[src/rtl/uart_rx_pkg.sv]
// Shared UART receiver definitions: frame-controller states and default frame geometry.
package uart_rx_pkg;

  typedef enum logic [2:0] {
    StIdle,
    StStart,
    StData,
    StParity,
    StStop
  } rx_state_e;

  localparam int unsigned DefaultPrescale  = 8;
  localparam int unsigned DefaultDataWidth = 8;

endpackage

[src/rtl/uart_edge_bit_counter.sv]
// Per-bit edge counter and data-bit counter for the UART receive frame controller.
module uart_edge_bit_counter #(
  parameter int unsigned Prescale  = 8,
  parameter int unsigned DataWidth = 8
) (
  input  logic       clk,
  input  logic       rst,
  input  logic       en_i,
  input  logic       clr_i,
  input  logic       bit_en_i,
  output logic [4:0] edge_cnt_o,
  output logic [3:0] bit_cnt_o,
  output logic       bit_done_o,
  output logic       last_data_bit_o
);

  logic [4:0] edge_cnt_q, edge_cnt_d;
  logic [3:0] bit_cnt_q, bit_cnt_d;

  assign bit_done_o      = en_i && (edge_cnt_q == 5'(Prescale - 1));
  assign last_data_bit_o = (bit_cnt_q == 4'(DataWidth - 1));
  assign edge_cnt_o      = edge_cnt_q;
  assign bit_cnt_o       = bit_cnt_q;

  always_comb begin
    edge_cnt_d = edge_cnt_q;
    bit_cnt_d  = bit_cnt_q;
    if (clr_i) begin
      edge_cnt_d = '0;
      bit_cnt_d  = '0;
    end else if (en_i) begin
      edge_cnt_d = bit_done_o ? 5'd0 : edge_cnt_q + 5'd1;
      if (bit_en_i && bit_done_o) begin
        bit_cnt_d = last_data_bit_o ? 4'd0 : bit_cnt_q + 4'd1;
      end
    end
  end

  always_ff @(posedge clk or negedge rst) begin
    if (!rst) begin
      edge_cnt_q <= '0;
      bit_cnt_q  <= '0;
    end else begin
      edge_cnt_q <= edge_cnt_d;
      bit_cnt_q  <= bit_cnt_d;
    end
  end

endmodule

[src/rtl/uart_rx_frame_ctrl.sv]
// UART receive frame controller: start detection, LSB-first deserialisation,
// parity/stop checking and one-cycle outcome pulses.
module uart_rx_frame_ctrl
  import uart_rx_pkg::*;
#(
  parameter int unsigned PRESCALE   = DefaultPrescale,
  parameter int unsigned DATA_WIDTH = DefaultDataWidth,
  parameter int unsigned SAMPLE_IDX = PRESCALE / 2
) (
  input  logic                  clk,
  input  logic                  rst,
  input  logic                  RX_IN,
  input  logic                  PAR_EN,
  input  logic                  PAR_TYP,
  input  logic                  sampled_bit,
  output logic [4:0]            edge_cnt,
  output logic                  data_sample_en,
  output logic [DATA_WIDTH-1:0] P_DATA,
  output logic                  data_valid,
  output logic                  par_err,
  output logic                  stp_err,
  output logic                  busy
);

  rx_state_e             state_q, state_d;
  logic                  par_en_q, par_en_d;
  logic                  par_typ_q, par_typ_d;
  logic                  par_flag_q, par_flag_d;
  logic                  samp_q, samp_d;
  logic [DATA_WIDTH-1:0] shift_q, shift_d;
  logic [DATA_WIDTH-1:0] p_data_q, p_data_d;
  logic                  data_valid_q, data_valid_d;
  logic                  par_err_q, par_err_d;
  logic                  stp_err_q, stp_err_d;

  logic       cnt_en, cnt_clr, bit_done, last_data_bit, cap, bit_val;
  logic [3:0] bit_cnt;

  assign cnt_en = (state_q != StIdle);

  uart_edge_bit_counter #(
    .Prescale  (PRESCALE),
    .DataWidth (DATA_WIDTH)
  ) u_counter (
    .clk             (clk),
    .rst             (rst),
    .en_i            (cnt_en),
    .clr_i           (cnt_clr),
    .bit_en_i        (state_q == StData),
    .edge_cnt_o      (edge_cnt),
    .bit_cnt_o       (bit_cnt),
    .bit_done_o      (bit_done),
    .last_data_bit_o (last_data_bit)
  );

  // When the sample point coincides with the wrap, use the live bit rather than the stored one.
  assign cap     = cnt_en && (edge_cnt == 5'(SAMPLE_IDX));
  assign bit_val = cap ? sampled_bit : samp_q;

  always_comb begin
    state_d      = state_q;
    par_en_d     = par_en_q;
    par_typ_d    = par_typ_q;
    par_flag_d   = par_flag_q;
    samp_d       = bit_val;
    shift_d      = shift_q;
    p_data_d     = p_data_q;
    data_valid_d = 1'b0;
    par_err_d    = 1'b0;
    stp_err_d    = 1'b0;
    cnt_clr      = 1'b0;

    unique case (state_q)
      StIdle: begin
        if (!RX_IN) begin
          state_d    = StStart;
          par_en_d   = PAR_EN;
          par_typ_d  = PAR_TYP;
          par_flag_d = 1'b0;
        end
      end
      StStart: begin
        if (cap && sampled_bit) begin
          state_d = StIdle;
          cnt_clr = 1'b1;
        end else if (bit_done) begin
          state_d = StData;
        end
      end
      StData: begin
        if (cap) begin
          for (int unsigned i = 0; i < DATA_WIDTH; i++) begin
            if (bit_cnt == 4'(i)) shift_d[i] = sampled_bit;
          end
        end
        if (bit_done && last_data_bit) state_d = par_en_q ? StParity : StStop;
      end
      StParity: begin
        if (cap && (sampled_bit != ((^shift_q) ^ par_typ_q))) par_flag_d = 1'b1;
        if (bit_done) state_d = StStop;
      end
      StStop: begin
        if (bit_done) begin
          stp_err_d = ~bit_val;
          par_err_d = par_flag_q;
          if (bit_val && !par_flag_q) begin
            p_data_d     = shift_q;
            data_valid_d = 1'b1;
          end
          if (!RX_IN) begin
            state_d    = StStart;
            par_en_d   = PAR_EN;
            par_typ_d  = PAR_TYP;
            par_flag_d = 1'b0;
          end else begin
            state_d = StIdle;
          end
        end
      end
      default: state_d = StIdle;
    endcase
  end

  always_ff @(posedge clk or negedge rst) begin
    if (!rst) begin
      state_q      <= StIdle;
      par_en_q     <= 1'b0;
      par_typ_q    <= 1'b0;
      par_flag_q   <= 1'b0;
      samp_q       <= 1'b0;
      shift_q      <= '0;
      p_data_q     <= '0;
      data_valid_q <= 1'b0;
      par_err_q    <= 1'b0;
      stp_err_q    <= 1'b0;
    end else begin
      state_q      <= state_d;
      par_en_q     <= par_en_d;
      par_typ_q    <= par_typ_d;
      par_flag_q   <= par_flag_d;
      samp_q       <= samp_d;
      shift_q      <= shift_d;
      p_data_q     <= p_data_d;
      data_valid_q <= data_valid_d;
      par_err_q    <= par_err_d;
      stp_err_q    <= stp_err_d;
    end
  end

  assign busy           = (state_q != StIdle);
  assign data_sample_en = busy;
  assign P_DATA         = p_data_q;
  assign data_valid     = data_valid_q;
  assign par_err        = par_err_q;
  assign stp_err        = stp_err_q;

endmodule

[config.mk]
export PLATFORM = sky130hd
export DESIGN_NAME = uart_rx_frame_ctrl
export DESIGN_NICKNAME = d
export VERILOG_FILES = /design/src/rtl/uart_rx_pkg.sv /design/src/rtl/uart_edge_bit_counter.sv /design/src/rtl/uart_rx_frame_ctrl.sv
export SDC_FILE = /design/constraint.sdc
export NUM_CORES = 1
export LEC_CHECK = 0
export BUFFER_PORTS_ARGS = -buffer_cell sky130_fd_sc_hd__buf_2
export CORE_MARGIN = 5
export CORE_UTILIZATION = 60
export CTS_CLUSTER_DIAMETER = 60
export DETAILED_ROUTE_END_ITERATION = 10
export GPL_ROUTABILITY_DRIVEN = 0
export HOLD_SLACK_MARGIN = 0.06
export PLACE_DENSITY = 0.8
export SLEW_MARGIN = 20
export SYNTH_ARGS = -nofsm -noshare
export SYNTH_HDL_FRONTEND = slang
export SYNTH_SLANG_ARGS = --single-unit
[constraint.sdc]
create_clock -name clk -period 4 [get_ports clk]
set_input_delay 0.8 -clock clk [delete_from_list [all_inputs] [get_ports clk]]
set_output_delay 0.8 -clock clk [all_outputs]
set_load 0.01 [all_outputs]
## Word level (Yosys, flattened, before mapping)

Index checks and enable logic that the tools add are counted.

| word-level totals | value |
|---|---|
| register bits after elaboration | 35 |
| input port bits | 6 |

| cells by class | value |
|---|---|
| add/sub/neg operators | 2 |
| eq/ne operators | 20 |
| multiplexer cells | 36 |
| bitwise logic cells | 2 |
| reduce and logical (&&, ||, !) cells | 29 |

Operators by type and width:

| operator | number |
|---|---|
| 3-bit AND reduction | 10 |
| 3-bit 2-to-1 mux | 7 |
| 1-bit 2-to-1 mux | 18 |
| 4-bit by 3-bit equality test with 1-bit output (second input constant) | 4 |
| 4-bit 2-to-1 mux | 4 |
| 5-bit 2-to-1 mux | 3 |
| 3-bit one-hot mux with 5 select lines | 1 |
| 5-bit by 3-bit equality test with 1-bit output (second input constant) | 2 |
| 2-bit inequality test (second input constant) | 5 |
| 4-bit by 2-bit equality test with 1-bit output (second input constant) | 2 |
| 8-bit XOR reduction | 1 |
| 1-bit logical AND | 7 |
| 3-bit by 2-bit equality test with 1-bit output (second input constant) | 2 |
| 2-bit nonzero test | 3 |
| 3-bit nonzero test | 2 |
| 5-bit by 1-bit adder with 5-bit output (second input constant) | 1 |
| 5-bit AND reduction | 1 |
| 4-bit by 1-bit adder with 4-bit output (second input constant) | 1 |
| 4-bit by 1-bit equality test with 1-bit output (second input constant) | 1 |
| 4-bit zero test | 1 |
| 1-bit one-hot mux with 2 select lines | 2 |
| 2-bit AND reduction | 2 |
| 3-bit by 1-bit equality test with 1-bit output (second input constant) | 1 |
| 3-bit equality test (second input constant) | 1 |
| 7 further kinds | 7 |

## Depth between registers and ports, before layout

| logic depth | value |
|---|---|
| depth after elaboration | 7 |
| mapped depth | 6 |

## Cells and area by module

A second synthesis with hierarchy kept.

| second synthesis, totals | value |
|---|---|
| cells, all modules | 165 |
| area total of the unflattened synthesis | 1866.8 um^2 |

Modules (own cells, without submodules):

| module | times used | cells an instance | area an instance (um^2) | sequential area each (um^2) |
|---|---|---|---|---|
| uart_rx_frame_ctrl | 1 | 112 | 1383.8 | 650.6 |
| uart_edge_bit_counter | 1 | 53 | 483.0 | 225.2 |

## Least setup slack after synthesis

No wires, ideal clock.

| timing path | value |
|---|---|
| path type | flip-flop to output port |
| start | register state_q[0] |
| end | output data_sample_en |
| arrival time | 1.274 ns |
| data required time | 3.200 ns |
| path slack | 1.926 ns |
| stages on the path, launching flop included | 5 |
| path through | dfrtp_1 buf_2 nor3_1 clkinv_1 buf_4 |

| between the ends | value |
|---|---|
| longest elaborated chain between the ends | 1 |

Ends and longest elaborated chain:

| item | line | source |
|---|---|---|
| from (decl) | uart_rx_frame_ctrl.sv:25 | `rx_state_e state_q, state_d;` |
| from (signal assigned) | uart_rx_frame_ctrl.sv:126 | `state_q <= StIdle;` |
| from (signal assigned) | uart_rx_frame_ctrl.sv:137 | `state_q <= state_d;` |
| 3-bit nonzero test | uart_rx_frame_ctrl.sv:150 | `assign busy = (state_q != StIdle);` |
| to (decl) | uart_rx_frame_ctrl.sv:17 | `output logic data_sample_en,` |

Every way passes these cells.

## Worst setup path in the final report

| timing path | value |
|---|---|
| start | register state_q[1] |
| end | output busy |

| between the ends | value |
|---|---|
| longest elaborated chain between the ends | 1 |

Ends and longest elaborated chain:

| item | line | source |
|---|---|---|
| 3-bit nonzero test | uart_rx_frame_ctrl.sv:150 |  |
| to (decl) | uart_rx_frame_ctrl.sv:22 | `output logic busy` |

Every way passes these cells.

==> impl_metrics.tcl <==
set metrics [dict create \
    status "finished clean" \
    synth_cell_types 39 \
    track_usage_pct 20.4 \
    post-cts-setup-buffers 0 \
    clock_skew_ns 0.00585 \
    setup_viol 0 \
    io_pins 24 \
    period_needed_ns 2.63 \
    synth_top_area_share_pct 48.7 \
    worstReg2RegStart "u_counter.edge_cnt_o[0]" \
    port_buffers 23 \
    antenna_cells 0 \
    setup_tns_ns 0 \
    slew_headroom_pct 48.9 \
    end_kind "primary output" \
    setup_ws_ns 1.37 \
    dp_hpwl_um 2690 \
    synthTopCellsByArea "dfrtp_1 49%, mux2_2 11%, ha_1 4.2%" \
    fmax_mhz 380 \
    fp.coreArea_mm2 0.00281 \
    slew_violations 0 \
    clk_latency_ns 0.35 \
    ir_drop_mv 0.380 \
    ff_latch_area_um2 876 \
    fin_area_mm2 0.00198 \
    seq_area_frac_synth_pct 48.7 \
    dp_slack_ns 1.64 \
    grt-ovfl-total 0 \
    wl_per_cell_um 17.2 \
    period_share_pct 65.8 \
    antenna_found_initial 0 \
    ys_ff_latch 35 \
    synth_xor_area_share_pct 7.10 \
    fillers 200 \
    drc_errors 0 \
    ys_dominant_reg_cell "dfrtp_1" \
    synth_nets 173 \
    grt_max_degree 36 \
    muxShareOfSynthArea_pct 11.3 \
    worst_ep_required_time_ns 3.20 \
    initial_core_util_pct 64.0 \
    r2r_cells 6 \
    critPathMaxFanout 16 \
    die_area_mm2 0.00419 \
    synth_top_area_cell "dfrtp_1" \
    synth-edff-count 0 \
    fp-row-count 19 \
    rsz0062_at_grt "false" \
    htreeDepth 2 \
    fin_nets 198 \
    synthArstFlopShare_pct 100 \
    power_density_mw_per_mm2 632 \
    syn_avg_cell_area_um2 11.2 \
    drive_above_1_share_pct 28.3 \
    synth_top_family_by_area "simple AND/OR/NAND/NOR gates" \
    path_clk_slew_ns 0.12 \
    dr.first_iter.drc_count 113 \
    chipWidth_um 64.7 \
    grt_pass1_wl_um 6510 \
    synthCells 161 \
    synthSimpleGateAreaFrac_pct 17.4 \
    die-height_um 64.7 \
    routed_wl_um 3760 \
    syn_to_final_growth_pct 10.4 \
    yosys_warnings 0 \
    hp-class "in -> async" \
    placed_cell_area_mm2 0.00193 \
    grt_pass1_vias 1313 \
    syn-cell-area_mm2 0.00180 \
    ant_nets 0 \
    path_class "reg -> out" \
    vias 1335 \
    via_per_inst 6.12 \
    synth_fa_ha_area_share_pct 4.18 \
    critPathArrivalTime_ns 1.83 \
    multi_input_area_um2 871 \
    cts_max_path_buffers 2 \
    cts_root_buf "clkbuf_4" \
    ctsHoldBuffers 0 \
    cp-start-kind "register" \
    dr.pass1.iters 4 \
    worstMarginPinSlew_ns 0.767 \
    r2r_slack_ns 1.68 \
    synth_compound_area_share_pct 8.50 \
    cts_inserted_buffers 5 \
    p_leak_nw 0.903 \
    hold_violations 0 \
    cts_tree "done" \
    post_cts_resized 0 \
    cts.sinks 35 \
    startpoint "state_q[1]" \
    drv_cap 0 \
]
==> per-stage QoR <==
stage	cells	total power, mW	hold slack [ns]	utilization, %
floorplan	161	0.920	0.495	-
global placement	210	1.02	0.464	68.7
detailed placement	210	1.06	0.490	68.7
CTS	218	1.25	0.515	70.7
global route	218	1.34	0.544	70.7
finish	218	1.25	0.509	70.7
==> sequential cells by signal, summed over array words and instances (netlist names) <==
register	count
P_DATA	8
data_valid	1
par_en_q	1
par_err	1
par_flag_q	1
par_typ_q	1
samp_q	1
shift_q	8
state_q	3
stp_err	1
u_counter.bit_cnt_o	4
u_counter.edge_cnt_o	5
==> final timing paths <==
kind / to
max: busy
min in group clk: P_DATA[1]
min reg2reg: P_DATA[1]
max in group asynchronous: shift_q[1]
min: stp_err
max reg2reg: P_DATA[2]
==> per-layer routing <==
metal	vias up	GRT usage [%]	share of wire (%)
met2	44	34.4	51
li1	625	-	-
met1	660	24.9	42
met3	6	6.04	5.7
met5	-	0	0
met4	0	7.65	1.6
==> synth_stat cells (2+ instances only) <==
library cell and instances:
o22ai_1 3, inv_1 6, nor3_1 4, and3b_1 2
nor2_1 11, a31oi_1 2, xor2_1 4, nor3b_1 2
nand3_1 3, ha_1 6, a311oi_1 2, nand4bb_1 2
dfrtp_1 35, nor2b_1 2, nand4_1 5, o21ai_0 6
xnor2_1 8, nand2_1 18, or3b_2 2, clkbuf_1 3
mux2_2 17
==> report_power, final <==
| group | switching, mW | internal, mW | total (mW) |
|---|---|---|---|
| combinational | 0.266 | 0.233 | 0.499 |
| clock | 0.129 | 0.0670 | 0.196 |
| sequential | 0.120 | 0.439 | 0.559 |
==> final cells by class <==
cell class / instances / area share [%]
Timing Repair Buffer: 23 / 5.80
Clock inverter: 3 / 1.01
Inverter: 7 / 1.32
Multi-Input combinational cell: 114 / 43.9
Clock buffer: 5 / 1.89
Tap cell: 31 / 1.95
Sequential cell: 35 / 44.1
==> worst max-delay path, stage by stage (launching register included) <==
cell and delay, ns:
dfrtp_1 0.55, nor3_1 0.40, clkinv_1 0.31, buf_2 0.22
==> layout by cell type, fill, tap and decap left out, types with 5 or more instances in the layout <==
cell	count
dfrtp_1	35
buf_2	23
nand2_1	18
mux2_2	17
nor2_1	11
xnor2_1	8
inv_1	6
o21ai_0	6
ha_1	6
nand4_1	5
clkbuf_4	5
==> cell families (layout without fill, tap and decap cells) <==
| logic type | count (synthesis) | in the layout |
|---|---|---|
| adder cells (fa/ha/maj) | 6 | 6 |
| XOR/XNOR | 13 | 13 |
| AND/OR/NAND/NOR | 57 | 57 |
| multiplexers | 18 | 18 |
| AO/OA/AOI/OAI | 20 | 20 |
| flip-flops | 35 | 35 |
| buffers and inverters | 12 | 38 |
Power figures use the tool's default switching activity.
